===== config.mk =====
export PLATFORM = sky130hd
export DESIGN_NAME = blink_divider_bank
export DESIGN_NICKNAME = d
export VERILOG_FILES = /design/src/rtl/blink_divider_bank.sv
export SDC_FILE = /design/constraint.sdc
export NUM_CORES = 1
export LEC_CHECK = 0
export ABC_AREA = 0
export CAP_MARGIN = 20
export CORE_MARGIN = 5
export CORE_UTILIZATION = 50
export CTS_CLUSTER_DIAMETER = 150
export DETAILED_ROUTE_END_ITERATION = 6
export MAX_ROUTING_LAYER = met4
export PLACE_DENSITY = 0.77
export SYNTH_ARGS = -nofsm -noshare
export SYNTH_HDL_FRONTEND = slang
export SYNTH_SLANG_ARGS = --single-unit
export TNS_END_PERCENT = 30

===== constraint.sdc =====
create_clock -name clock -period 13.94 [get_ports clock]
set_clock_uncertainty 0.05 [all_clocks]
set_input_delay 4.182 -clock clock [delete_from_list [all_inputs] [get_ports clock]]
set_output_delay 4.182 -clock clock [all_outputs]
set_load 0.01 [all_outputs]

===== src/rtl/blink_divider_bank.sv =====
// Bank of independent programmable divider / LED-pattern channels sharing one clock.
// Each channel runs OFF, TOGGLE, PULSE or PWM from a wrap counter; the config port
// commits immediately to idle channels and at the next wrap for running ones.
module blink_divider_bank #(
    parameter int unsigned  CHANNELS       = 4,
    parameter int unsigned  CNT_W          = 25,
    parameter int unsigned  DEFAULT_PERIOD = 23_999_999,
    parameter int unsigned  OUT_INVERT     = 1,
    localparam int unsigned CH_W           = (CHANNELS > 1) ? $clog2(CHANNELS) : 1
) (
    input  logic                clock,
    input  logic                reset,
    input  logic [CHANNELS-1:0] enable,
    input  logic                cfg_valid,
    output logic                cfg_ready,
    input  logic [CH_W-1:0]     cfg_ch,
    input  logic [1:0]          cfg_mode,
    input  logic [CNT_W-1:0]    cfg_period,
    input  logic [CNT_W-1:0]    cfg_duty,
    output logic [CHANNELS-1:0] out,
    output logic [CHANNELS-1:0] tick
);

    typedef enum logic [1:0] {
        MODE_OFF    = 2'd0,
        MODE_TOGGLE = 2'd1,
        MODE_PULSE  = 2'd2,
        MODE_PWM    = 2'd3
    } mode_e;

    localparam logic INV = (OUT_INVERT != 0);

    logic [CNT_W-1:0] count     [CHANNELS];
    logic [CNT_W-1:0] period    [CHANNELS];
    logic [CNT_W-1:0] duty      [CHANNELS];
    logic [CNT_W-1:0] sh_period [CHANNELS];
    logic [CNT_W-1:0] sh_duty   [CHANNELS];
    mode_e            mode      [CHANNELS];
    mode_e            sh_mode   [CHANNELS];

    logic [CHANNELS-1:0] ff;
    logic [CHANNELS-1:0] pending;
    logic [CHANNELS-1:0] hit;
    logic [CHANNELS-1:0] running;
    logic [CHANNELS-1:0] wrap;
    logic [CHANNELS-1:0] accept;
    logic [CHANNELS-1:0] raw_c;
    mode_e               cfg_mode_e;

    assign cfg_mode_e = mode_e'(cfg_mode);

    // Per-channel run/wrap status, config routing and the raw pattern for the next cycle.
    always_comb begin
        hit       = '0;
        running   = '0;
        wrap      = '0;
        raw_c     = '0;
        for (int i = 0; i < CHANNELS; i++) begin
            hit[i]     = (cfg_ch == CH_W'(i));
            running[i] = enable[i] && (mode[i] != MODE_OFF);
            wrap[i]    = running[i] && (count[i] == period[i]);
            if (running[i]) begin
                case (mode[i])
                    MODE_TOGGLE: raw_c[i] = ff[i] ^ wrap[i];
                    MODE_PULSE:  raw_c[i] = wrap[i];
                    MODE_PWM:    raw_c[i] = (count[i] < duty[i]);
                    default:     raw_c[i] = 1'b0;
                endcase
            end
        end
        // Out-of-range channel numbers hit nothing, so they are always ready and ignored.
        cfg_ready = ~|(hit & pending);
        accept    = hit & {CHANNELS{cfg_valid & cfg_ready}};
    end

    // Counters, pattern state, config commit/shadow and registered outputs.
    always_ff @(posedge clock) begin
        if (reset) begin
            for (int i = 0; i < CHANNELS; i++) begin
                count[i]     <= '0;
                mode[i]      <= MODE_TOGGLE;
                period[i]    <= CNT_W'(DEFAULT_PERIOD);
                duty[i]      <= '0;
                sh_mode[i]   <= MODE_OFF;
                sh_period[i] <= '0;
                sh_duty[i]   <= '0;
            end
            ff      <= '0;
            pending <= '0;
            tick    <= '0;
            out     <= {CHANNELS{INV}};
        end else begin
            tick <= wrap;
            out  <= raw_c ^ {CHANNELS{INV}};
            for (int i = 0; i < CHANNELS; i++) begin
                count[i] <= (running[i] && !wrap[i]) ? count[i] + CNT_W'(1) : '0;
                if (wrap[i] && (mode[i] == MODE_TOGGLE)) begin
                    ff[i] <= ~ff[i];
                end
                if (accept[i] && (!running[i] || wrap[i])) begin
                    // Idle channel or accept on the wrap itself: take effect right away.
                    mode[i]   <= cfg_mode_e;
                    period[i] <= cfg_period;
                    duty[i]   <= cfg_duty;
                    if (cfg_mode_e != MODE_TOGGLE) begin
                        ff[i] <= 1'b0;
                    end
                end else if (accept[i]) begin
                    // Running channel: hold the request until the current cycle completes.
                    sh_mode[i]   <= cfg_mode_e;
                    sh_period[i] <= cfg_period;
                    sh_duty[i]   <= cfg_duty;
                    pending[i]   <= 1'b1;
                end else if (pending[i] && wrap[i]) begin
                    mode[i]    <= sh_mode[i];
                    period[i]  <= sh_period[i];
                    duty[i]    <= sh_duty[i];
                    pending[i] <= 1'b0;
                    if (sh_mode[i] != MODE_TOGGLE) begin
                        ff[i] <= 1'b0;
                    end
                end
            end
        end
    end

endmodule

==> results_dict.tcl <==
set metrics [dict create \
    num-fill-cells 4055 \
    tritoncts_num_sinks 532 \
    cp_slowest_stage_delay_ps 560 \
    dpl.hpwl_mm 43.16 \
    grt_max_degree 72 \
    ir_drop_mv 0.07983 \
    cts_made_buffers 53 \
    num_io_pins 70 \
    cts.reportedPaths.clkPinSlew_ps 60 \
    synth_enable_flop_cells 416 \
    ant_nets 0 \
    timing.slew.headroom_pct 25.87 \
    rsz_0062_raised_after_global_routing "no" \
    drc_errors 0 \
    yosys.cell_types.count 67 \
    core_rows 82 \
    critPathArrivalTime_ps 5860 \
    synth.net_count 2335 \
    p_per_area_nw_per_um2 123.8 \
    worst_hold_path_type "reg2reg" \
    worstPathBufferInverterCount 3 \
    static-leakage-power_nw 10.77 \
    synth_area_um2 25230 \
    finish.net_count 2389 \
    setup_total_negative_slack_ps 0 \
    crit_path_leading_delay_family "buffers and inverters" \
    worst-setup-path-type "in2out" \
    synth_seq_cells 532 \
    grt_remaining_overflow 0 \
    final_core_util_pct 57.04 \
    area_of_the_die_um2 55060 \
    cts-root-to-sink-buffers 3 \
    drt-pass1-iter-count 5 \
    placed_cells 2842 \
    synthToLayoutAreaGrowth_pct 13.18 \
    synthArstFlopShare_pct 0 \
    biggest_area_consumer_among_synthesized_cells "edfxtp_1" \
    seq_area_frac_synth_pct 58.71 \
    dr_vias_cell 5.814 \
    initialDrtViolationCount 1818 \
    final_min_period_over_clock_period_pct 72.42 \
    first_pass_grt_wire_length_mm 99.50 \
    worst-slew-pin-transition_ps 1112 \
    setup.worst_path.start_class "primary input" \
    synth_cells 2174 \
    ys.flop_type "edfxtp_1" \
    chipHeight_um 234.7 \
    floorplan.initialDensity_pct 50.40 \
    post_cts_resize_count 0 \
    layout.area.seq_um2 14810 \
    routabilityCongestion 0.9104 \
    timing_hold_violations_final 0 \
    fp.coreArea_um2 50070 \
    outcome "finished, final reports clean" \
    clock_insertion_delay_worst_skew_ps 600 \
    timing.final.setup_violations 0 \
    critical_path.cell_chain "clkdlybuf4s50_1 -> mux4_2 -> inv_1 -> clkdlybuf4s50_1" \
    multi_input_area_um2 9569 \
    ctsHtreeMaxLevel 2 \
    io_buffers 69 \
    via_count 17120 \
    maxSlewViolCount 0 \
    tritoncts "yes" \
    timing.critical_path.slowest_stage_cell "clkdlybuf4s50_1" \
    chipWidth_um 234.7 \
    wirelength_mm 64.37 \
    total_setup_buffers_inserted_after_cts 0 \
    synth.cells.most_frequent "edfxtp_1, nand2_1, nor2_1, and2_1, inv_1" \
    synth_top_cell_area_share_pct 49.50 \
    yosysMostFrequentCell "edfxtp_1" \
    synthTopCellsByArea "edfxtp_1, dfxtp_1, ha_1" \
    layout-drive-gt1-share_pct 5.854 \
    clock_root_buffer_master "clkbuf_16" \
    antenna_found_initial 3 \
    worst_path_most_repeated_cell "clkdlybuf4s50_1" \
    period_minus_slack_ps 10100 \
    post_drt_wl_per_cell_um 21.86 \
    layout.cells.non_filler 2945 \
    critPathRequiredTime_ps 9710 \
    maxCapViolCount 0 \
    postCtsHoldBufs 0 \
    cp-end-kind "output port" \
    yosys_warnings 0 \
    first_global_vias 17000 \
    critical_path.max_fanout 5 \
    grt_overall_usage_pct 23.66 \
    synth_area_per_cell_um2 11.61 \
    max_freq_mhz 99.06 \
]
flip-flops by register name, summed over array words and instances (netlist names):
| register | cells |
|---|---|
| mode | 8 |
| sh_period | 100 |
| sh_mode | 8 |
| period | 100 |
| out | 4 |
| pending | 4 |
| tick | 4 |
| ff | 4 |
| duty | 100 |
| count | 100 |
| sh_duty | 100 |
worst paths after layout:
check                   start  slack, ps  depth (start not counted)       endpoint
setup / recovery    cfg_ch[0]       3840                          4      cfg_ready
setup reg to reg  count[3][6]      10450                          7  period[3][18]
hold / removal    count[1][0]        470                          1    count[1][0]
hold reg to reg   count[1][0]        470                          1    count[1][0]
layout make-up:
type | count | share of cell area, %
sequential | 532 | 51.87
antenna | 1 | 0.008762
timing repair buffer | 94 | 3.303
clock inverter | 24 | 1.446
multi-input combinational | 1420 | 33.51
inverter | 127 | 1.669
clock buffer | 75 | 5.253
tap | 672 | 2.944
per-layer routing:
layer	global-route usage [%]	wire length [um]	vias up
li1	-	-	7910
met1	32.09	25940	8337
met2	36.09	29220	752
met3	4.761	6792	122
met4	7.892	2413	0
met5	-	0	-
where the power goes:
part	internal [mW]	leakage, nW	switching (mW)
sequential	1.76	5.04	0.0216
clock	0.954	0.932	0.613
combinational	0.0548	4.80	0.128
total	2.77	10.8	0.762
logic make-up after synthesis:
kind of cell,after synthesis,share of synthesized area (%)
and+or+nand+nor,786,15.48
DFF,532,58.71
adders and majority gates,100,4.958
xor gates and xnor gates,191,6.629
muxes,54,2.197
buffers and inverters,222,3.625
AOI/OAI and AO/OA,289,8.409
metrics by stage:
| stage | hold slack [ps] | cell area [um2] | power, mW | worst slack, ps |
|---|---|---|---|---|
| 6_report | 474.1 | 28560 | 3.535 | 3845 |
| 5_1_grt | 493.5 | 28560 | 3.631 | 3791 |
| 3_3_place_gp | 446.5 | 26550 | 1.989 | 3859 |
| 3_5_place_dp | 454.2 | 26580 | 1.997 | 3829 |
| 2_1_floorplan | 396.6 | 25230 | 1.905 | 4887 |
| 4_1_cts | 466.9 | 28490 | 3.545 | 3825 |
worst register-to-register path: cells and delay by family (launching register included):
kind            cells  cell delay [ps]
simple gates        3             1610
compound gates      2              440
xor+xnor            1              120
buf+inv             1              490
flops               1              510
cell usage in the layout (no fill, tap or decap), drive strengths merged, types with 18 or more instances in the layout:
master and count:
buf 25, xnor2 78, a22o 67, xor2 113, dfxtp 116, nor4 18, o21ai 27, nand2 182
inv 128, a2bb2oi 38, nand4 39, nand3 55, clkbuf 75, nor2 174, and3 27, edfxtp 416
o211ai 20, clkdlybuf4s50 69, mux2i 52, and2 155, nor3 83, a21oi 68, ha 100
Power figures use the tool's default switching activity.
